`config.mk`:
```
export PLATFORM = sky130hd
export DESIGN_NAME = game_command_scheduler
export DESIGN_NICKNAME = d
export VERILOG_FILES = /design/src/rtl/game_command_scheduler.sv
export SDC_FILE = /design/constraint.sdc
export NUM_CORES = 1
export LEC_CHECK = 0
export CORE_MARGIN = 8
export CORE_UTILIZATION = 50
export DETAILED_ROUTE_END_ITERATION = 16
export PLACE_DENSITY_LB_ADDON = 0.3
export SLEW_MARGIN = 40
export SYNTH_ARGS = -nofsm -noshare
export SYNTH_HDL_FRONTEND = slang
export SYNTH_SLANG_ARGS = --single-unit
```
`constraint.sdc`:
```
create_clock -name clk -period 4.4 [get_ports clk]
set_input_delay 1.1 -clock clk [delete_from_list [all_inputs] [get_ports clk]]
set_output_delay 1.1 -clock clk [all_outputs]
set_load 0.02 [all_outputs]
```
`src/rtl/game_command_scheduler.sv`:
```
// Turns raw player buttons plus a gravity timer into one serialized stream of
// move commands, handed to the engine over a valid/ready handshake.
module game_command_scheduler #(
   parameter int unsigned GRAVITY_PERIOD = 25000000,
   parameter int unsigned DAS_DELAY      = 8000000,
   parameter int unsigned DAS_REPEAT     = 2000000,
   parameter int unsigned CNT_W          = 32
) (
   input  logic       clk,
   input  logic       reset,
   input  logic       right_move_button,
   input  logic       left_move_button,
   input  logic       direct_down_button,
   input  logic       hold_button,
   input  logic       game_over,
   input  logic       cmd_ready,
   output logic       cmd_valid,
   output logic [2:0] cmd_code
);

   localparam int unsigned NBTN = 4;
   localparam int unsigned NCMD = 5;

   // bit positions shared by button and pending vectors
   localparam int unsigned C_LEFT  = 0;
   localparam int unsigned C_RIGHT = 1;
   localparam int unsigned C_DROP  = 2;
   localparam int unsigned C_HOLD  = 3;
   localparam int unsigned C_GRAV  = 4;

   localparam logic [2:0] CODE_NONE  = 3'd0;
   localparam logic [2:0] CODE_LEFT  = 3'd1;
   localparam logic [2:0] CODE_RIGHT = 3'd2;
   localparam logic [2:0] CODE_DROP  = 3'd3;
   localparam logic [2:0] CODE_HOLD  = 3'd4;
   localparam logic [2:0] CODE_GRAV  = 3'd5;

   localparam logic [CNT_W-1:0] GRAV_LAST = CNT_W'(GRAVITY_PERIOD - 1);
   localparam logic [CNT_W-1:0] DAS_FIRST = CNT_W'(DAS_DELAY - 1);
   localparam logic [CNT_W-1:0] DAS_NEXT  = CNT_W'(DAS_REPEAT - 1);

   typedef enum logic [1:0] {IDLE, OFFER, HALTED} state_e;

   state_e          state_q, state_d;
   logic            valid_d;
   logic [2:0]      code_d;
   logic            take;
   logic            halt;
   logic            piece_done;
   logic [NBTN-1:0] raw, sync1, sync2, sync2_prev, press;
   logic [1:0]      das_evt;
   logic [CNT_W-1:0] grav_cnt;
   logic            grav_evt;
   logic [NCMD-1:0] pend_q, pend_d, pend_eff, ev, sel_oh;
   logic [2:0]      sel_code;

   assign raw   = {hold_button, direct_down_button, right_move_button, left_move_button};
   assign press = sync2 & ~sync2_prev;
   assign halt  = game_over | (state_q == HALTED);

   // a placed piece (DROP/HOLD accepted) restarts gravity for the next piece
   assign piece_done = cmd_valid & cmd_ready &
                       ((cmd_code == CODE_DROP) | (cmd_code == CODE_HOLD));

   always_ff @(posedge clk or negedge reset) begin
      if (!reset) begin
         sync1      <= '0;
         sync2      <= '0;
         sync2_prev <= '0;
      end else begin
         sync1      <= raw;
         sync2      <= sync1;
         sync2_prev <= sync2;
      end
   end

   // Auto-repeat: the press cycle itself is the first event, counting starts after it.
   for (genvar i = 0; i < 2; i++) begin : g_das
      logic [CNT_W-1:0] cnt;
      logic             rep;

      assign das_evt[i] = sync2[i] & ~press[i] & (cnt == (rep ? DAS_NEXT : DAS_FIRST));

      always_ff @(posedge clk or negedge reset) begin
         if (!reset) begin
            cnt <= '0;
            rep <= 1'b0;
         end else if (halt || !sync2[i] || press[i]) begin
            cnt <= '0;
            rep <= 1'b0;
         end else if (das_evt[i]) begin
            cnt <= '0;
            rep <= 1'b1;
         end else begin
            cnt <= cnt + CNT_W'(1);
         end
      end
   end

   assign grav_evt = (grav_cnt == GRAV_LAST) & ~halt & ~piece_done;

   always_ff @(posedge clk or negedge reset) begin
      if (!reset) begin
         grav_cnt <= '0;
      end else if (halt || piece_done || grav_cnt == GRAV_LAST) begin
         grav_cnt <= '0;
      end else begin
         grav_cnt <= grav_cnt + CNT_W'(1);
      end
   end

   assign ev = {grav_evt, press[C_HOLD], press[C_DROP],
                press[C_RIGHT] | das_evt[C_RIGHT], press[C_LEFT] | das_evt[C_LEFT]};

   // gravity queued before a piece lands must not be issued for the new piece
   assign pend_eff = pend_q & ~(NCMD'(piece_done) << C_GRAV);

   always_comb begin
      sel_oh   = '0;
      sel_code = CODE_NONE;
      if (pend_eff[C_HOLD]) begin
         sel_oh[C_HOLD] = 1'b1;
         sel_code       = CODE_HOLD;
      end else if (pend_eff[C_DROP]) begin
         sel_oh[C_DROP] = 1'b1;
         sel_code       = CODE_DROP;
      end else if (pend_eff[C_LEFT]) begin
         sel_oh[C_LEFT] = 1'b1;
         sel_code       = CODE_LEFT;
      end else if (pend_eff[C_RIGHT]) begin
         sel_oh[C_RIGHT] = 1'b1;
         sel_code        = CODE_RIGHT;
      end else if (pend_eff[C_GRAV]) begin
         sel_oh[C_GRAV] = 1'b1;
         sel_code       = CODE_GRAV;
      end
   end

   assign pend_d = halt ? '0 : ((pend_eff & ~(sel_oh & {NCMD{take}})) | ev);

   always_comb begin
      state_d = state_q;
      valid_d = cmd_valid;
      code_d  = cmd_code;
      take    = 1'b0;
      case (state_q)
         IDLE: begin
            if (game_over) begin
               state_d = HALTED;
               valid_d = 1'b0;
               code_d  = CODE_NONE;
            end else if (|pend_eff) begin
               take    = 1'b1;
               state_d = OFFER;
               valid_d = 1'b1;
               code_d  = sel_code;
            end
         end
         OFFER: begin
            if (game_over) begin
               state_d = HALTED;
               valid_d = 1'b0;
               code_d  = CODE_NONE;
            end else if (cmd_ready) begin
               if (|pend_eff) begin
                  take   = 1'b1;
                  code_d = sel_code;
               end else begin
                  state_d = IDLE;
                  valid_d = 1'b0;
                  code_d  = CODE_NONE;
               end
            end
         end
         HALTED: begin
            valid_d = 1'b0;
            code_d  = CODE_NONE;
         end
         default: begin
            state_d = IDLE;
            valid_d = 1'b0;
            code_d  = CODE_NONE;
         end
      endcase
   end

   always_ff @(posedge clk or negedge reset) begin
      if (!reset) begin
         state_q   <= IDLE;
         cmd_valid <= 1'b0;
         cmd_code  <= CODE_NONE;
         pend_q    <= '0;
      end else begin
         state_q   <= state_d;
         cmd_valid <= valid_d;
         cmd_code  <= code_d;
         pend_q    <= pend_d;
      end
   end

endmodule

```
==> results of run 1 <==
## cells in the mapped netlist (5+ instances only)
master,instances
buf_2,9
a21oi_1,10
nand3_1,33
nand4_1,15
xnor2_1,67
nor2_1,110
inv_1,24
and4_1,13
nand2_1,36
and3_1,6
nor3_1,22
nor4b_1,6
nor2_2,5
and2_1,7
nor4_1,24
nor4bb_1,8
nor4_2,8
clkbuf_1,6
xor2_1,21
dfrtp_1,121
## cell type report
type | instances | area share [%]
clock buffers | 19 | 6.52
inverters | 25 | 1.38
repair buffers | 13 | 2.04
multi-input cells | 441 | 40.9
flip-flops and latches | 121 | 44.6
clock inverters | 13 | 1.90
well taps | 147 | 2.71
## cell usage in the layout (no fill, tap or decap), types with 6 or more instances in the layout
master	n
nand4_1	15
and3_1	6
nand2_1	36
nor3_1	22
nor4bb_1	8
and2_1	7
nand3_1	33
nor2_1	110
nor4b_1	6
xnor2_1	67
clkdlybuf4s50_1	10
inv_1	24
nor4_2	8
xor2_1	21
clkbuf_16	17
and4_1	13
nor4_1	24
clkinv_2	6
dfrtp_1	121
a21oi_1	10
## state kept, by name, summed over array words and instances, names as in the netlist
register    count
cmd_code        3
cmd_valid       1
g_das.cnt      64
g_das.rep       2
grav_cnt       32
pend_q          5
state_q         2
sync1           4
sync2           4
sync2_prev      4
## final timing paths
| check | startpoint | endpoint |
|---|---|---|
| max in group asynchronous | reset | sync2[0] |
| hold / removal | sync1[0] | sync2[0] |
| min in group asynchronous | reset | g_das[1].cnt[30] |
| setup reg to reg | g_das[1].cnt[2] | g_das[1].cnt[15] |
| hold reg to reg | sync1[0] | sync2[0] |
| setup / recovery | g_das[1].cnt[2] | g_das[1].cnt[15] |
## kinds of logic after synthesis
group	Yosys count	synth area share, %
buf+inv	46	3.43
fa+ha+maj	3	0.624
compound gates	30	3.33
xor+xnor	88	12.8
flops	121	50.4
simple gates	320	29.4
## worst max-delay path, delay by kind of cell (launching register included)
family / cells / cell delay [ns]
flops: 1 / 0.41
simple gates: 5 / 2.10
## per-layer routing
layer  wire, um  vias to the layer above  track usage [%]  part of all wire (%)
met5          0                        -                0                     0
met4        148                        0             5.73                   1.3
met3        409                       17             4.73                   3.5
met2       5620                       51             25.0                    48
met1       5420                     2115             19.3                    47
li1           -                     2123                -                     -
## report_power, final
| part | switching (W) | leakage [nW] | total, W | internal, W |
|---|---|---|---|---|
| sequential | 0.00000329 | 1.66 | 0.00112 | 0.00112 |
| clock | 0.000500 | 0.274 | 0.00134 | 0.000840 |
| combinational | 0.0000230 | 0.542 | 0.0000322 | 0.00000928 |
| total | 0.000526 | 2.47 | 0.00250 | 0.00197 |
## per-stage QoR
step                      instance area [um^2]  hold WS, ns  std cells
after floorplan                           6010        0.331        608
after global placement                    6220        0.335        747
after detailed placement                  6220        0.338        747
after CTS                                 6800        0.355        779
after global routing                      6800        0.357        779
final                                     6800        0.351        779
==> run metrics, run 1 <==
result of the run completed; Yosys warnings 0; hold crit path type reg2reg; core region area approximately 0.012 mm^2; GRT Util Overall 15.5%; cts hold-fix bufs 0; initial cell density of the core around half; synthesized netlist cell count 608; final weighted congestion of routability-driven global placement roughly 0.8; post-DR wirelength/cell approximately 15 um; global-route wire length before repair slightly above 20000 um; CP Capture Type flip-flop; Vias per Instance 5.53; final setup violation count 0; sequential area share after synthesis around 50%; number of enable flip-flop cells after synthesis 0; Place WS about 1.5 ns; largest net degree at the start of global routing slightly below 70; Skew-Pair Late Insertion Delay about 0.42 ns; final number of hold-violating endpoints 0; Layout Area Growth over Synthesis 13.0%; cell at the root of the clock tree clkbuf_16; Peak VDD IR approximately 0.25 mV; number of maximum-capacitance violations 0; utilization after layout a little under three fifths; setup TNS 0 ns; DRT Wirelength 11600 um; post-DP HPWL about 7500 um; number of different library cells in the post-synthesis netlist 54; Iteration-0 DRC Markers around 260; number of optimization iterations in the first detailed-route pass 4; H-tree levels 4; critical path class reg2reg; number of rows created at floorplan 40; reg2reg setup slack between 1.5 and 2 ns; master of the slowest instance on the critical path nand2b_2; asr flop ratio synth 100%; Avg Inst Size Synth slightly below 10 um^2; remaining design rule violation count 0; Worst-Margin Slew between 0.7 and 0.8 ns; static leakage roughly 2.5 nW; required time reported for the critical path endpoint 4.67 ns; flop and latch count out of synthesis around 120; total CTS buffers 17; maximum fanout along the worst path 32; number of antenna diodes 0; total area of multi-input combinational cells about 0.0028 mm^2; RSZ-0062 raised after global routing no; combined area of all synthesized cells 0.00601 mm^2; ratio of total power to cell area approximately 370 mW/mm^2; sequential cell area 0.00303 mm^2; TritonCTS clock tree done; post-route ant nets 0; Overflow after GRT 0; IO buf count 11; final critical path time including I/O delays and setup between 2 and 3 ns; setup fix buffers added after clock tree synthesis 0; crit path cell chain and4_1, nand3_1, nor4_1, nand2b_2, nor2_1; cells taking the most area after synthesis dfrtp_1 50%, xnor2_1 9.8%, nor2_1 6.9%; CP peak stage delay about 0.63 ns; fraction of final layout cells with drive strength greater than 1 under 10%; FF-to-FF path depth 5; top cell type's share of synthesized area between 50% and 60%; total of cells resized after clock tree synthesis 0; antenna violations before repair 0; top cell type by total area after synthesis dfrtp_1; final clock period utilization by the worst path about three fifths; vias in the first global route 4322; maximum root-to-sink buffer count 2; number of fill cells 1011; Min-Delay Path Depth 0; Design Power 0.00250 W; maximum achievable frequency about 0.37 GHz; number of nets in the layout 630; Worst Setup Start Kind flip-flop; die area about 0.016 mm^2; number of placed I/O pins 12; worst path arrival time 2.95 ns; final slew viol count 0; worst setup margin about 1.7 ns; total via count in the routed design 4306; Synthesized Nets 619; slew margin rel. a little over half; Main synth FF type dfrtp_1; height of the chip approximately 130 um; clk_skew roughly 0.0088 ns; clock transition at the registers of the reported paths about 0.060 ns; horizontal extent of the die between 100 and 150 um; CTS sink cnt 121
(Power assumes the default switching activity.)
==> inputs of run 2 (changes only) <==
==> constraint.sdc (replaced) <==
create_clock -name clk -period 2.3 [get_ports clk]
set_input_delay 0.575 -clock clk [delete_from_list [all_inputs] [get_ports clk]]
set_output_delay 0.575 -clock clk [all_outputs]
set_load 0.02 [all_outputs]
==> run metrics, run 2 (synthesis results as in run 1) <==
RSZ-0062 raised after global routing no (unchanged); IO buf count 11 (unchanged); number of rows created at floorplan 40 (unchanged); CP peak stage delay 0.56 ns (was 0.63 ns); slew margin rel. 68.0% (was 53.0%); total CTS buffers 17 (unchanged); clk_skew 0.0124 ns (was 0.00877 ns); CP Capture Type flip-flop (unchanged); end of the worst register-to-register path grav_cnt[26] (was g_das[1].cnt[15]); post-DR wirelength/cell 15.1 um (was 14.9 um); post-route ant nets 0 (unchanged); number of maximum-capacitance violations 0 (unchanged); die area 0.0158 mm^2 (unchanged); sequential cell area 0.00303 mm^2 (unchanged); TritonCTS clock tree done (unchanged); final weighted congestion of routability-driven global placement 0.798 (was 0.778); final number of hold-violating endpoints 0 (unchanged); utilization after layout 58.7% (was 57.3%); reg2reg setup slack 0.21 ns (was 1.72 ns); cts hold-fix bufs 0 (unchanged); horizontal extent of the die 126 um (unchanged); ratio of total power to cell area 689 mW/mm^2 (was 367 mW/mm^2); static leakage 2.58 nW (was 2.47 nW); result of the run completed (unchanged); Place WS 0.205 ns (was 1.49 ns); number of placed I/O pins 12 (unchanged); worst setup margin 0.206 ns (was 1.72 ns); remaining design rule violation count 0 (unchanged); number of nets in the layout 646 (was 630); Peak VDD IR 0.544 mV (was 0.254 mV); number of optimization iterations in the first detailed-route pass 4 (unchanged); total via count in the routed design 4382 (was 4306); vias in the first global route 4552 (was 4322); maximum fanout along the worst path 32 (unchanged); Skew-Pair Late Insertion Delay 0.41 ns (was 0.42 ns); Reg with most FFs g_das.cnt (unchanged); largest registers g_das.cnt (64), grav_cnt (32), pend_q (5) (unchanged); required time reported for the critical path endpoint 2.59 ns (was 4.67 ns); fraction of final layout cells with drive strength greater than 1 11.3% (was 9.34%); worst path arrival time 2.38 ns (was 2.95 ns); Vias per Instance 5.51 (was 5.53); crit path cell chain ha_1, and4_1, nand2_1, or4_1, nand3_1, buf_12, nor2_1 (was and4_1, nand3_1, nor4_1, nand2b_2, nor2_1); DRT Wirelength 12000 um (was 11600 um); core region area 0.0119 mm^2 (unchanged); Worst-Margin Slew 0.480 ns (was 0.703 ns); largest net degree at the start of global routing 43 (was 69); reg-to-reg startpoint grav_cnt[0] (was g_das[1].cnt[2]); master of the slowest instance on the critical path or4_1 (was nand2b_2); setup fix buffers added after clock tree synthesis 0 (unchanged); antenna violations before repair 0 (unchanged); most frequent cells in the layout 121 x dfrtp_1, 110 x nor2_1, 67 x xnor2_1 (unchanged); hold crit path type in2async (was reg2reg); initial cell density of the core 50.7% (unchanged); final standard cell count with taps included and fillers excluded 795 (was 779); cell total after placement 763 (was 747); global-route wire length before repair 21100 um (was 20200 um); number of fill cells 1001 (was 1011); final critical path time including I/O delays and setup 2.09 ns (was 2.68 ns); critical path class reg2reg (unchanged); cell at the root of the clock tree clkbuf_16 (unchanged); setup TNS 0 ns (unchanged); number of antenna diodes 0 (unchanged); total area of multi-input combinational cells 0.00278 mm^2 (about the same); CTS sink cnt 121 (unchanged); Worst Setup Start Kind flip-flop (unchanged); post-DP HPWL 7950 um (was 7470 um); Iteration-0 DRC Markers 248 (was 256); height of the chip 126 um (unchanged); H-tree levels 4 (unchanged); final slew viol count 0 (unchanged); final clock period utilization by the worst path 91.0% (was 60.9%); total of cells resized after clock tree synthesis 0 (unchanged); Layout Area Growth over Synthesis 15.8% (was 13.0%); maximum root-to-sink buffer count 2 (unchanged); final setup violation count 0 (unchanged); GRT Util Overall 16.3% (was 15.5%); FF-to-FF path depth 7 (was 5); maximum achievable frequency 0.478 GHz (was 0.373 GHz); Bufs and invs on worst path 1 (was 0); clock transition at the registers of the reported paths 0.06 ns (about the same); cell family contributing the most delay on the critical path simple AND/OR/NAND/NOR gates (unchanged); Overflow after GRT 0 (unchanged); commonest non-fill, non-tap cell in the layout dfrtp_1 (unchanged); flip-flop count of the largest register after layout 64 (unchanged)
## run 2: cell types whose count changed in the layout (fill, tap and decap cells not counted), sizes merged
cell and delta:
buf +16, bufinv -1, clkbuf +6, clkinv -2
clkinvlp -3
## run 2: area by class of cell
class                      count  area share, %
inverter                      25           1.35
clock buffer                  25           7.55
clock inverter                 7          0.898
multi-input combinational    441           39.9
timing repair buffer          29           4.20
tap                          147           2.64
sequential                   121           43.5
## run 2: per-layer routing
metal | wire length [um] | global-route usage (%) | vias up
met5 | 0 | 0 | -
met4 | 80 | 5.16 | 0
met3 | 284 | 5.11 | 6
met2 | 6290 | 28.0 | 39
met1 | 5340 | 18.9 | 2179
li1 | - | - | 2158
## run 2: through the flow
stage	power, W	hold slack [ns]	instance area [um^2]
6_report	0.00480	0.130	6960
5_1_grt	0.00495	0.149	6960
4_1_cts	0.00485	0.137	6960
3_5_place_dp	0.00226	0.336	6380
3_3_place_gp	0.00225	0.337	6380
2_1_floorplan	0.00219	0.279	6010
## run 2: where the power goes
group          internal, W  switching, W  total [W]
logic            0.0000217     0.0000461  0.0000678
registers          0.00214    0.00000573    0.00215
clock network      0.00168      0.000905    0.00258
## run 2: worst max path at each step
| stage | from | to | slack (ns) | depth (start not counted) |
|---|---|---|---|---|
| floorplan | grav_cnt[0] | grav_cnt[29] | 0.37 | 8 |
| global placement | grav_cnt[0] | grav_cnt[13] | 0.26 | 7 |
| detailed placement | game_over | g_das[0].cnt[9] | 0.20 | 6 |
| CTS | grav_cnt[0] | grav_cnt[26] | 0.20 | 7 |
| global route | grav_cnt[0] | grav_cnt[15] | 0.09 | 7 |
| finish | grav_cnt[0] | grav_cnt[26] | 0.21 | 7 |
==> inputs of run 3 (changes only) <==
--- a/config.mk
+++ b/config.mk
@@ -6,7 +6,7 @@
 export NUM_CORES = 1
 export LEC_CHECK = 0
 export CORE_MARGIN = 8
-export CORE_UTILIZATION = 50
+export CORE_UTILIZATION = 30
 export DETAILED_ROUTE_END_ITERATION = 16
 export PLACE_DENSITY_LB_ADDON = 0.3
 export SLEW_MARGIN = 40
==> run metrics, run 3 (synthesis results as in run 1) <==
result of the run completed (unchanged); number of rows created at floorplan 51 (was 40); worst path arrival time 1.51 ns (was 2.38 ns); reg-to-reg startpoint grav_cnt[0] (unchanged); remaining design rule violation count 0 (unchanged); total of cells resized after clock tree synthesis 0 (unchanged); total via count in the routed design 4371 (was 4382); net switching power of the design 0.00103 W (was 0.000956 W); cell at the root of the clock tree clkbuf_16 (unchanged); final weighted congestion of routability-driven global placement 0.791 (was 0.798); clock transition at the registers of the reported paths 0.06 ns (about the same); number of antenna diodes 0 (unchanged); initial cell density of the core 30.7% (was 50.7%); fraction of power spent switching nets 19.3% (was 19.9%); setup TNS 0 ns (unchanged); Internal Dissipation 0.00431 W (was 0.00384 W); Worst-Margin Slew 0.489 ns (was 0.480 ns); final clock period utilization by the worst path 90.7% (was 91.0%); number of nets in the layout 648 (was 646); global-route wire length before repair 21500 um (was 21100 um); flip-flop count of the largest register after layout 64 (unchanged); static leakage 2.64 nW (was 2.58 nW); cts hold-fix bufs 0 (unchanged); total CTS buffers 17 (unchanged); largest net degree at the start of global routing 43 (unchanged); reg2reg setup slack 0.22 ns (was 0.21 ns); vias in the first global route 4405 (was 4552); post-route ant nets 0 (unchanged); Reg with most FFs g_das.cnt (unchanged); combinational share of power 1.2% (was 1.4%); TritonCTS clock tree done (unchanged); Worst Setup Start Kind flip-flop (unchanged); final critical path time including I/O delays and setup 2.09 ns (about the same); commonest non-fill, non-tap cell in the layout dfrtp_1 (unchanged); Placement Cell Area 0.00654 mm^2 (was 0.00638 mm^2); die area 0.0248 mm^2 (was 0.0158 mm^2); number of maximum-capacitance violations 0 (unchanged); maximum fanout along the worst path 3 (was 32); Bufs and invs on worst path 1 (unchanged); Overflow after GRT 0 (unchanged); core region area 0.0196 mm^2 (was 0.0119 mm^2); utilization after layout 36.9% (was 58.7%); final slew viol count 0 (unchanged); Layout Area Growth over Synthesis 20.4% (was 15.8%); share of power burned in registers 40.2% (was 44.8%); Skew-Pair Late Insertion Delay 0.42 ns (was 0.41 ns); horizontal extent of the die 158 um (was 126 um); cell total after placement 883 (was 763); DRT Wirelength 12100 um (was 12000 um); maximum achievable frequency 0.479 GHz (was 0.478 GHz); post-DR wirelength/cell 13.2 um (was 15.1 um); most frequent cells in the layout 121 x dfrtp_1, 110 x nor2_1, 67 x xnor2_1 (unchanged); slew margin rel. 67.4% (was 68.0%); cell family contributing the most delay on the critical path buffers and inverters (was simple AND/OR/NAND/NOR gates); critical path class reg2out (was reg2reg); H-tree levels 4 (unchanged); GRT Util Overall 10.8% (was 16.3%); height of the chip 158 um (was 126 um); IO buf count 11 (unchanged); clk_skew 0.00941 ns (was 0.0124 ns); final non-filler cell area 0.00724 mm^2 (was 0.00696 mm^2); RSZ-0062 raised after global routing no (unchanged); CP startpoint cmd_valid (was grav_cnt[0]); final setup violation count 0 (unchanged); number of optimization iterations in the first detailed-route pass 4 (unchanged); crit path cell chain clkdlybuf4s50_1 (was ha_1, and4_1, nand2_1, or4_1, nand3_1, buf_12, nor2_1); post-DP HPWL 8140 um (was 7950 um); CP peak stage delay 0.68 ns (was 0.56 ns); fraction of final layout cells with drive strength greater than 1 11.7% (was 11.3%); ratio of total power to cell area 738 mW/mm^2 (was 689 mW/mm^2); master of the slowest instance on the critical path clkdlybuf4s50_1 (was or4_1); maximum root-to-sink buffer count 2 (unchanged); CTS sink cnt 121 (unchanged); hold crit path type in2async (unchanged); Peak VDD IR 0.522 mV (was 0.544 mV); final standard cell count with taps included and fillers excluded 915 (was 795); Vias per Instance 4.78 (was 5.51); number of placed I/O pins 12 (unchanged); largest registers g_das.cnt (64), grav_cnt (32), pend_q (5) (unchanged); CP Capture Type output port (was flip-flop); relative contribution of the clock network to total power 58.6% (was 53.8%); Iteration-0 DRC Markers 252 (was 248); setup fix buffers added after clock tree synthesis 0 (unchanged); required time reported for the critical path endpoint 1.73 ns (was 2.59 ns); final number of hold-violating endpoints 0 (unchanged); antenna violations before repair 0 (unchanged)
==> run 3: cell types whose count changed in the layout (fill, tap and decap cells not counted), sizes merged <==
cell    delta
inv        +2
buf        +2
clkbuf     -8
bufinv     +6
==> run 3: metrics by stage <==
step                power, W  setup slack (ns)  hold WS (ns)
floorplan            0.00219             0.367         0.279
global placement     0.00225             0.157         0.334
detailed placement   0.00225             0.126         0.335
CTS                  0.00542             0.168         0.120
global route         0.00551            0.0661         0.148
finish               0.00534             0.213         0.125
==> run 3: final cells by class <==
type	instances	area (um^2)
fill	1959	12400
sequential	121	3030
multi-input combinational	441	2780
clock buffer	17	425
tap	265	332
timing repair buffer	31	308
clock inverter	15	272
inverter	25	93.8
==> run 3: per-layer routing <==
layer  GRT usage [%]  wire length [um]  up-vias
li1                -                 -     2158
met1            13.8              5820     2138
met2            16.8              5660       61
met5               0                 0        -
met4            4.53               183        0
met3            3.13               394       14
==> run 3: worst paths after layout <==
check / end / cells after the start
hold / removal: g_das[0].cnt[4] / 1
max in group asynchronous: pend_q[4] / 2
setup / recovery: cmd_valid / 1
setup reg to reg: grav_cnt[28] / 7
min in group clk: sync2[3] / 0
hold reg to reg: sync2[3] / 0
==> run 3: power by group through the flow <==
stage / clock network (W) / registers [W] / logic (W)
final: 0.00313 / 0.00215 / 0.0000654
after global routing: 0.00329 / 0.00215 / 0.0000782
after global placement: 0 / 0.00218 / 0.0000692
after CTS: 0.00321 / 0.00215 / 0.0000703
after floorplan: 0 / 0.00218 / 0.00000563
after detailed placement: 0 / 0.00218 / 0.0000702
